[src/rtl/lib_cpu.sv]
// Shared CPU definitions: opcodes, multicycle controller states and datapath
// select encodings, plus the packed control vector driven by the controller.
package lib_cpu;

    typedef logic [5:0] opecode_t;

    localparam opecode_t OP_RTYPE = 6'h00;
    localparam opecode_t OP_J     = 6'h02;
    localparam opecode_t OP_BEQ   = 6'h04;
    localparam opecode_t OP_ADDI  = 6'h08;
    localparam opecode_t OP_LW    = 6'h23;
    localparam opecode_t OP_SW    = 6'h2B;

    typedef enum logic [3:0] {
        ST_FETCH,
        ST_DECODE,
        ST_MEMADR,
        ST_MEMRD,
        ST_MEMWB,
        ST_MEMWR,
        ST_EXEC,
        ST_ALUWB,
        ST_BRANCH,
        ST_ADDIEX,
        ST_ADDIWB,
        ST_JUMP,
        ST_TRAP
    } mc_state_e;

    typedef enum logic [1:0] {
        SRCB_REG    = 2'b00,
        SRCB_FOUR   = 2'b01,
        SRCB_IMM    = 2'b10,
        SRCB_BRANCH = 2'b11
    } alu_srcb_e;

    typedef enum logic [1:0] {
        ALUOP_ADD   = 2'b00,
        ALUOP_SUB   = 2'b01,
        ALUOP_FUNCT = 2'b10
    } alu_op_e;

    typedef enum logic [1:0] {
        PCSRC_ALU    = 2'b00,
        PCSRC_ALUOUT = 2'b01,
        PCSRC_JUMP   = 2'b10
    } pc_src_e;

    typedef struct packed {
        logic      mem_req;
        logic      iord;
        logic      mem_write;
        logic      ir_write;
        logic      pc_write;
        logic      branch;
        logic      mem_to_reg;
        logic      reg_dst;
        logic      reg_write;
        logic      alu_srca;
        alu_srcb_e alu_srcb;
        alu_op_e   alu_op;
        pc_src_e   pc_src;
        logic      trap;
    } ctrl_t;

    function automatic logic is_mem_op(opecode_t op);
        return (op == OP_LW) || (op == OP_SW);
    endfunction

endpackage

[src/rtl/multicycle_ctrl_if.sv]
// Memory request/acknowledge bus between the multicycle controller and memory.
interface multicycle_ctrl_if;
    logic mem_req;
    logic mem_ack;
    logic iord;
    logic mem_write;

    modport master (output mem_req, output iord, output mem_write, input mem_ack);
    modport slave  (input mem_req, input iord, input mem_write, output mem_ack);
endinterface

[src/rtl/mc_out_dec.sv]
// Combinational decoder from controller state and memory acknowledge to the
// datapath control vector; anything not set for a state stays 0.
module mc_out_dec
    import lib_cpu::*;
(
    input  mc_state_e state,
    input  logic      mem_ack,
    output ctrl_t     ctrl
);

    always_comb begin
        ctrl = '0;
        case (state)
            ST_FETCH: begin
                ctrl.mem_req  = 1'b1;
                ctrl.alu_srcb = SRCB_FOUR;
                ctrl.alu_op   = ALUOP_ADD;
                ctrl.pc_src   = PCSRC_ALU;
                // IR and PC load only on the cycle the instruction word arrives
                ctrl.ir_write = mem_ack;
                ctrl.pc_write = mem_ack;
            end
            ST_DECODE: begin
                ctrl.alu_srcb = SRCB_BRANCH;
                ctrl.alu_op   = ALUOP_ADD;
            end
            ST_MEMADR: begin
                ctrl.alu_srca = 1'b1;
                ctrl.alu_srcb = SRCB_IMM;
                ctrl.alu_op   = ALUOP_ADD;
            end
            ST_MEMRD: begin
                ctrl.iord    = 1'b1;
                ctrl.mem_req = 1'b1;
            end
            ST_MEMWB: begin
                ctrl.mem_to_reg = 1'b1;
                ctrl.reg_write  = 1'b1;
            end
            ST_MEMWR: begin
                ctrl.iord      = 1'b1;
                ctrl.mem_req   = 1'b1;
                ctrl.mem_write = 1'b1;
            end
            ST_EXEC: begin
                ctrl.alu_srca = 1'b1;
                ctrl.alu_srcb = SRCB_REG;
                ctrl.alu_op   = ALUOP_FUNCT;
            end
            ST_ALUWB: begin
                ctrl.reg_dst   = 1'b1;
                ctrl.reg_write = 1'b1;
            end
            ST_BRANCH: begin
                ctrl.alu_srca = 1'b1;
                ctrl.alu_srcb = SRCB_REG;
                ctrl.alu_op   = ALUOP_SUB;
                ctrl.branch   = 1'b1;
                ctrl.pc_src   = PCSRC_ALUOUT;
            end
            ST_ADDIEX: begin
                ctrl.alu_srca = 1'b1;
                ctrl.alu_srcb = SRCB_IMM;
                ctrl.alu_op   = ALUOP_ADD;
            end
            ST_ADDIWB: begin
                ctrl.reg_write = 1'b1;
            end
            ST_JUMP: begin
                ctrl.pc_write = 1'b1;
                ctrl.pc_src   = PCSRC_JUMP;
            end
            ST_TRAP: begin
                ctrl.trap = 1'b1;
            end
            default: ctrl = '0;
        endcase
    end

endmodule

[src/rtl/multicycle_ctrl.sv]
// Multicycle CPU controller: state register, next-state logic and retire pulse.
// Optional retired-instruction counter is built when MC_PERF_EN is defined.
module multicycle_ctrl
    import lib_cpu::*;
#(
    parameter int CNT_W = 32
) (
    input  logic                      clk,
    input  logic                      rst_n,
    input  opecode_t                  op,
    multicycle_ctrl_if.master         mem,
    output logic                      ir_write,
    output logic                      pc_write,
    output logic                      branch,
    output logic                      mem_to_reg,
    output logic                      reg_dst,
    output logic                      reg_write,
    output logic                      alu_srcA,
    output logic [1:0]                alu_srcB,
    output logic [1:0]                alu_op,
    output logic [1:0]                pc_src,
    output logic                      retired,
    output logic                      trap
`ifdef MC_PERF_EN
    ,
    output logic [CNT_W-1:0]          instr_cnt
`endif
);

    if (CNT_W < 1) begin : g_cnt_w_chk
        $error("CNT_W must be at least 1");
    end

    mc_state_e state;
    ctrl_t     ctrl;
    logic      ack;

    // Reset masks the acknowledge so no FETCH-cycle load leaks out while held.
    assign ack = mem.mem_ack & rst_n;

    mc_out_dec u_dec (
        .state   (state),
        .mem_ack (ack),
        .ctrl    (ctrl)
    );

    assign mem.mem_req   = ctrl.mem_req & rst_n;
    assign mem.iord      = ctrl.iord;
    assign mem.mem_write = ctrl.mem_write;
    assign ir_write      = ctrl.ir_write;
    assign pc_write      = ctrl.pc_write;
    assign branch        = ctrl.branch;
    assign mem_to_reg    = ctrl.mem_to_reg;
    assign reg_dst       = ctrl.reg_dst;
    assign reg_write     = ctrl.reg_write;
    assign alu_srcA      = ctrl.alu_srca;
    assign alu_srcB      = ctrl.alu_srcb;
    assign alu_op        = ctrl.alu_op;
    assign pc_src        = ctrl.pc_src;
    assign trap          = ctrl.trap;

    always_ff @(posedge clk or negedge rst_n) begin
        if (!rst_n) begin
            state   <= ST_FETCH;
            retired <= 1'b0;
        end else begin
            retired <= 1'b0;
            case (state)
                ST_FETCH:  if (ack) state <= ST_DECODE;
                ST_DECODE: begin
                    if (is_mem_op(op))       state <= ST_MEMADR;
                    else if (op == OP_RTYPE) state <= ST_EXEC;
                    else if (op == OP_BEQ)   state <= ST_BRANCH;
                    else if (op == OP_ADDI)  state <= ST_ADDIEX;
                    else if (op == OP_J)     state <= ST_JUMP;
                    else                     state <= ST_TRAP;
                end
                ST_MEMADR: state <= (op == OP_SW) ? ST_MEMWR : ST_MEMRD;
                ST_MEMRD:  if (ack) state <= ST_MEMWB;
                ST_MEMWR: begin
                    if (ack) begin
                        state   <= ST_FETCH;
                        retired <= 1'b1;
                    end
                end
                ST_EXEC:   state <= ST_ALUWB;
                ST_ADDIEX: state <= ST_ADDIWB;
                ST_MEMWB, ST_ALUWB, ST_BRANCH, ST_ADDIWB, ST_JUMP: begin
                    state   <= ST_FETCH;
                    retired <= 1'b1;
                end
                // TRAP only leaves through reset
                ST_TRAP:   state <= ST_TRAP;
                default:   state <= ST_TRAP;
            endcase
        end
    end

`ifdef MC_PERF_EN
    always_ff @(posedge clk or negedge rst_n) begin
        if (!rst_n) begin
            instr_cnt <= '0;
        end else if (retired) begin
            instr_cnt <= instr_cnt + CNT_W'(1);
        end
    end
`endif

endmodule

[src/flat_wrapper.sv]
// flat-port wrapper written by rule: the top's interface ports become plain ports
module multicycle_ctrl_flat import lib_cpu::*;
#(
    parameter int CNT_W = 32
)
  (clk, rst_n, op, ir_write, pc_write, branch, mem_to_reg, reg_dst, reg_write, alu_srcA, alu_srcB, alu_op, pc_src, retired, trap, mem_mem_req, mem_iord, mem_mem_write, mem_mem_ack);
  multicycle_ctrl_if mem_i ();
  input  logic clk;
  input  logic rst_n;
  input  opecode_t op;
  output logic ir_write;
  output logic pc_write;
  output logic branch;
  output logic mem_to_reg;
  output logic reg_dst;
  output logic reg_write;
  output logic alu_srcA;
  output logic [1:0] alu_srcB;
  output logic [1:0] alu_op;
  output logic [1:0] pc_src;
  output logic retired;
  output logic trap;
  output wire logic [$bits(mem_i.mem_req)-1:0] mem_mem_req;
  output wire logic [$bits(mem_i.iord)-1:0] mem_iord;
  output wire logic [$bits(mem_i.mem_write)-1:0] mem_mem_write;
  input wire logic [$bits(mem_i.mem_ack)-1:0] mem_mem_ack;
  assign mem_mem_req = mem_i.mem_req;
  assign mem_iord = mem_i.iord;
  assign mem_mem_write = mem_i.mem_write;
  assign mem_i.mem_ack = mem_mem_ack;
  multicycle_ctrl #(.CNT_W(CNT_W)) u_core (.clk(clk), .rst_n(rst_n), .op(op), .mem(mem_i), .ir_write(ir_write), .pc_write(pc_write), .branch(branch), .mem_to_reg(mem_to_reg), .reg_dst(reg_dst), .reg_write(reg_write), .alu_srcA(alu_srcA), .alu_srcB(alu_srcB), .alu_op(alu_op), .pc_src(pc_src), .retired(retired), .trap(trap));
endmodule
[config.mk]
export PLATFORM = sky130hd
export DESIGN_NAME = multicycle_ctrl_flat
export DESIGN_NICKNAME = d
export VERILOG_FILES = /design/src/rtl/lib_cpu.sv /design/src/rtl/multicycle_ctrl_if.sv /design/src/rtl/mc_out_dec.sv /design/src/rtl/multicycle_ctrl.sv /design/src/flat_wrapper.sv
export SDC_FILE = /design/constraint.sdc
export NUM_CORES = 1
export LEC_CHECK = 0
export BUFFER_PORTS_ARGS = -buffer_cell sky130_fd_sc_hd__buf_2
export CORE_AREA = 2 2 39 41
export CTS_CLUSTER_SIZE = 30
export DETAILED_ROUTE_END_ITERATION = 16
export DIE_AREA = 0 0 41 43
export PLACE_DENSITY = 0.75
export RECOVER_POWER = 50
export SLEW_MARGIN = 20
export SYNTH_ARGS = -nofsm -noshare
export SYNTH_HDL_FRONTEND = slang
export SYNTH_SLANG_ARGS = --single-unit
[constraint.sdc]
create_clock -name clk -period 1.65 [get_ports clk]
set_clock_uncertainty 0.05 [all_clocks]
set_input_delay 0.0825 -clock clk [delete_from_list [all_inputs] [get_ports clk]]
set_output_delay 0.0825 -clock clk [all_outputs]
set_load 0.01 [all_outputs]
Word-level counts from Yosys, hierarchy flattened --
Index checks and enable logic that the tools add are counted. Widths: inputs -> output; s select.
Cells by class: eq/ne operators 20, multiplexer cells 25, bitwise gates (word level) 2, reductions and logical operators 10
Operators with widths (number):
- $pmux 4 s8 | 1
- $mux 4 | 7
- $eq 4x4->1 const B | 5
- $pmux 4 s5 | 1
- $eq 4x3->1 const B | 4
- $eq 6x6->1 const B | 2
- $mux 1 | 11
- $eq 4x2->1 const B | 2
- $eq 6x2->1 const B | 1
- $eq 6x3->1 const B | 1
- $eq 6x4->1 const B | 1
- $logic_not 6->1 | 1
- $mux 3 | 2
- $ne 2x2->1 const B | 3
- $reduce_or 3->1 | 2
- $reduce_or 5->1 | 1
- $eq 4x1->1 const B | 1
- $logic_not 4->1 | 1
- $pmux 1 s2 | 2
- $pmux 2 s2 | 1
- $reduce_or 2->1 | 2
- $reduce_or 4->1 | 1
- $reduce_and 3->1 | 1
- $and 1x1->1 | 2
- $logic_or 1x1->1 | 1
Word-level totals: bits in registers 5, word-level logic and storage cells 59

Logic depth before layout (Yosys ltp) --
depth after elaboration 7, gate-level depth with buffers 5, mapped depth without buffers 4

By module --
A second synthesis with hierarchy kept.
Unflattened totals: cells, all modules 81, area, all modules 574.3 um2
By module, submodules not included:
- multicycle_ctrl | seq. area each 125.1 um2, cells each 48, instances 1, area each 384.1 um2
- mc_out_dec | seq. area each 0.0 um2, cells each 33, instances 1, area each 190.2 um2

Least setup slack after synthesis --
Ideal clock, no wire load.
path type register -> output, from register u_core.state[2], to output pc_src[0], cell stages (with the launch flop) 5, path slack 350 ps, data arrival time 1168 ps, required time 1517 ps, path buffers 1, path through dfrtp_1 inv_2 nand2_1 nor3_1 buf_4
Between the ends: word-level cells in the longest chain between the ends 2
Ends and longest elaborated chain:
- from (decl) | line multicycle_ctrl.sv:34 | mc_state_e state;
- from (signal assigned) | line multicycle_ctrl.sv:78 | ST_MEMADR: state <= (op == OP_SW) ? ST_MEMWR : ST_MEMRD;
- $eq 4x4->1 | line mc_out_dec.sv:13 | case (state)
- $pmux 2 s2 * | line mc_out_dec.sv:13
- to (decl) | line flat_wrapper.sv:20 | output logic [1:0] pc_src;
Mark *: on every way between the ends. The rest lies on a longest branch, timed or not.

Worst setup path in the final report --
from register u_core.state[1], to output mem_mem_req
Between the ends: word-level cells in the longest chain between the ends 4
Ends and longest elaborated chain:
- $eq 4x2->1, or another cell as far along | line mc_out_dec.sv:13
- $reduce_or 3->1 (no source line) *
- $mux 1 * | line mc_out_dec.sv:13
- $and 1x1->1 * | line multicycle_ctrl.sv:47 | assign mem.mem_req = ctrl.mem_req & rst_n;
- to (decl) | line flat_wrapper.sv:23 | output wire logic [$bits(mem_i.mem_req)-1:0] mem_mem_req;
Marked as above.

==> impl_results.md <==
* Status: finished clean
* Startpoint Class: flop
* H-tree depth at 1
* Ratio of routed vias to standard cells at 5.52
* LEAKAGE at 0.348 nW
* Worst IR Drop VDD at 0.000778 V
* Remaining antenna violation count after routing at 0
* Clock network fraction of design power at 11.0%
* Fraction of registers with async set/reset at 100%
* Min Tclk post-route at 1.55 ns
* Sequential power share at 24.5%
* Post-synthesis cell count at 75
* # fillers at 141
* CP max FO at 11
* Synthesized area per cell at 7.59 sq um
* Pwr Density at 1710 nW/um^2
* Final Cycle Share at 93.8%
* Synth area leader: dfrtp_1
* TNS Setup at 0 ns
* Net Count, Synth at 84
* Post-synth EDFFs at 0
* DP HPWL at 1.14 mm
* Top FF cell, synth: dfrtp_1
* Global-route wire length before repair at 2.41 mm
* Die Y-Extent at 43 um
* HP Class: in2reg
* Die ar. at 1760 sq um
* Crit Path Class: reg2out
* Placer congestion estimate at 0.861
* Synth top area cells: dfrtp_1 (22%), nor2_1 (5.9%), a21oi_1 (5.3%), nor3_1 (5.3%), nand2_1 (5.3%)
* N_diodes at 0
* RSZ-0062 raised after global routing: false
* Max Freq at 0.646 GHz
* Worst skew pair latency at 0.24 ns
* YS warnings at 0
* P&R area growth vs syn at 30.1%
* Clock-pin slew on the worst setup and hold paths at 0.05 ns
* Count leader, synth: nor2_1
* First-pass iteration count of the detailed router at 4
* Post-route cell area at 741 sq um
* Antenna violations before repair at 0
* Synth cell count leaders: nor2_1 (9), nand2_1 (8), a21oi_1 (6), nor3_1 (6), dfrtp_1 (5)
* # DRC at 0
* Initial core utilization at 41.1%
* Vias in the first global route at 562
* Number of I/O pins at 27
* Netlist Area Pre-Place at 569 sq um
* TritonCTS clock tree: built
* Final setup fails at 0
* Area of the multi-input gates at 405 sq um
* Core area at 1380 sq um
* Register area share after synthesis at 22.0%
* Drt wl/cell at 12.5 um
* Worst Path Required at 1.52 ns
* TritonCTS Buffers at 3
* NetSw at 629 uW
* Final Max Slew Viols at 0
* Worst-Margin Slew at 0.337 ns
* Sw Ratio at 49.5%
* Fin. Hold Viols at 0
* Relative slew slack at 77.4%
* Netlist cell types at 34
* Share of post-route cells with drive strength above 1 at 39.8%
* Bufs on Longest Clock Path at 2
* Critical Path End Type: output port
* Max_cap viols at 0
* Iter 0 DRT Violations at 15
* DP Area at 694 sq um
* Seq cells post-synth at 5
* # nets final at 113
* Vias at 657
* Critical Path AT at 1.41 ns
* Die width at 41 um
* Clock sink count at 5
* Count of input and output buffers at 26
* Grt total ovfl at 0
* Pint at 641 uW
* Largest net degree at the start of global routing at 13
* Num rows at 14
* Comb pwr share at 64.5%
* FF/Latch Area at 129 sq um
* Root buffer cell: clkbuf_4
* Gr usage total at 18.7%
* Top-area cell type share of the netlist area at 22.0%
* Routed WL at 1.48 mm
==> flip-flops by register name, indices dropped and copies added (netlist names) <==
| signal | cells |
|---|---|
| u_core.retired | 1 |
| u_core.state | 4 |
==> layout by cell type, fill, tap and decap left out, types with 2 or more instances in the layout <==
| master | netlist | routed |
|---|---|---|
| dfrtp_2 | 0 | 3 |
| nor3_1 | 6 | 5 |
| nand2_1 | 8 | 7 |
| o22ai_1 | 2 | 2 |
| o2111ai_1 | 2 | 2 |
| dfrtp_1 | 5 | 2 |
| nor2b_1 | 3 | 3 |
| o21ai_1 | 4 | 3 |
| a32oi_1 | 2 | 2 |
| nand2b_1 | 2 | 2 |
| buf_2 | 2 | 24 |
| clkbuf_4 | 0 | 3 |
| nor2_1 | 9 | 9 |
| buf_4 | 1 | 2 |
| a21oi_1 | 6 | 6 |
| nand2b_2 | 2 | 2 |
| clkbuf_1 | 0 | 3 |
==> what timing repair did <==
action                     in CTS  in global routing
setup endpoints to repair       0                  5
resized for setup               0                  6
hold endpoints to repair        5                  0
hold buffers                    1                  0
buffers inserted                0                  0
==> per-stage QoR <==
| stage | instances | hold slack (ns) | power [mW] | utilization [%] | setup slack, ns |
|---|---|---|---|---|---|
| 2_1_floorplan | 75 | -0.263 | 0.885 | - | 0.350 |
| 3_3_place_gp | 114 | -0.122 | 1.10 | 50.2 | 0.316 |
| 3_5_place_dp | 114 | -0.126 | 1.11 | 50.2 | 0.259 |
| 4_1_cts | 119 | 0.148 | 1.26 | 52.8 | 0.0244 |
| 5_1_grt | 119 | 0.143 | 1.40 | 53.5 | 0.0144 |
| 6_report | 119 | 0.155 | 1.27 | 53.5 | 0.103 |
==> final cells by class <==
type / count / area share (%)
clock buffer: 4 / 3.55
tap: 16 / 2.70
timing repair buffer: 29 / 20.6
inverter: 2 / 1.01
sequential: 5 / 17.4
multi-input combinational: 63 / 54.7
==> critical path, stage by stage, from the launching register on <==
cell and delay, ns:
dfrtp_2 0.48, nand2b_2 0.25, nand2_1 0.10, o21ai_1 0.05, and3b_1 0.16, buf_2 0.13
==> power by group through the flow <==
| stage | Combinational, mW | Sequential (mW) | Clock [mW] |
|---|---|---|---|
| after floorplan | 0.664 | 0.221 | 0 |
| after global placement | 0.810 | 0.290 | 0 |
| after detailed placement | 0.814 | 0.298 | 0 |
| after CTS | 0.818 | 0.296 | 0.144 |
| after global routing | 0.927 | 0.322 | 0.155 |
| final | 0.820 | 0.311 | 0.140 |
==> kinds of logic after synthesis <==
group	share of synthesized area, %
xor gates and xnor gates	3.08
DFF	22.0
muxes	1.76
AOI/OAI and AO/OA	27.3
buffers and inverters	8.35
and+or+nand+nor	37.6
==> per-layer routing <==
metal,up-vias,global-route usage (%),wire (um)
met3,0,2.09,99
li1,340,-,-
met1,292,25.2,728
met2,25,31.6,654
met5,-,0,0
met4,0,2.00,0
==> worst paths after layout <==
| check | from | end | slack [ns] | depth (start not counted) |
|---|---|---|---|---|
| min in group asynchronous | rst_n | u_core.state[2] | 0.16 | 2 |
| setup reg to reg | u_core.state[1] | u_core.state[2] | 0.31 | 4 |
| hold reg to reg | u_core.state[3] | u_core.state[0] | 0.53 | 1 |
| max in group asynchronous | rst_n | u_core.state[3] | 1.20 | 2 |
| setup / recovery | u_core.state[1] | mem_mem_req | 0.10 | 5 |
| hold / removal | mem_mem_ack | u_core.state[2] | 0.15 | 3 |
Note: power is estimated with default switching activity, not from simulation.
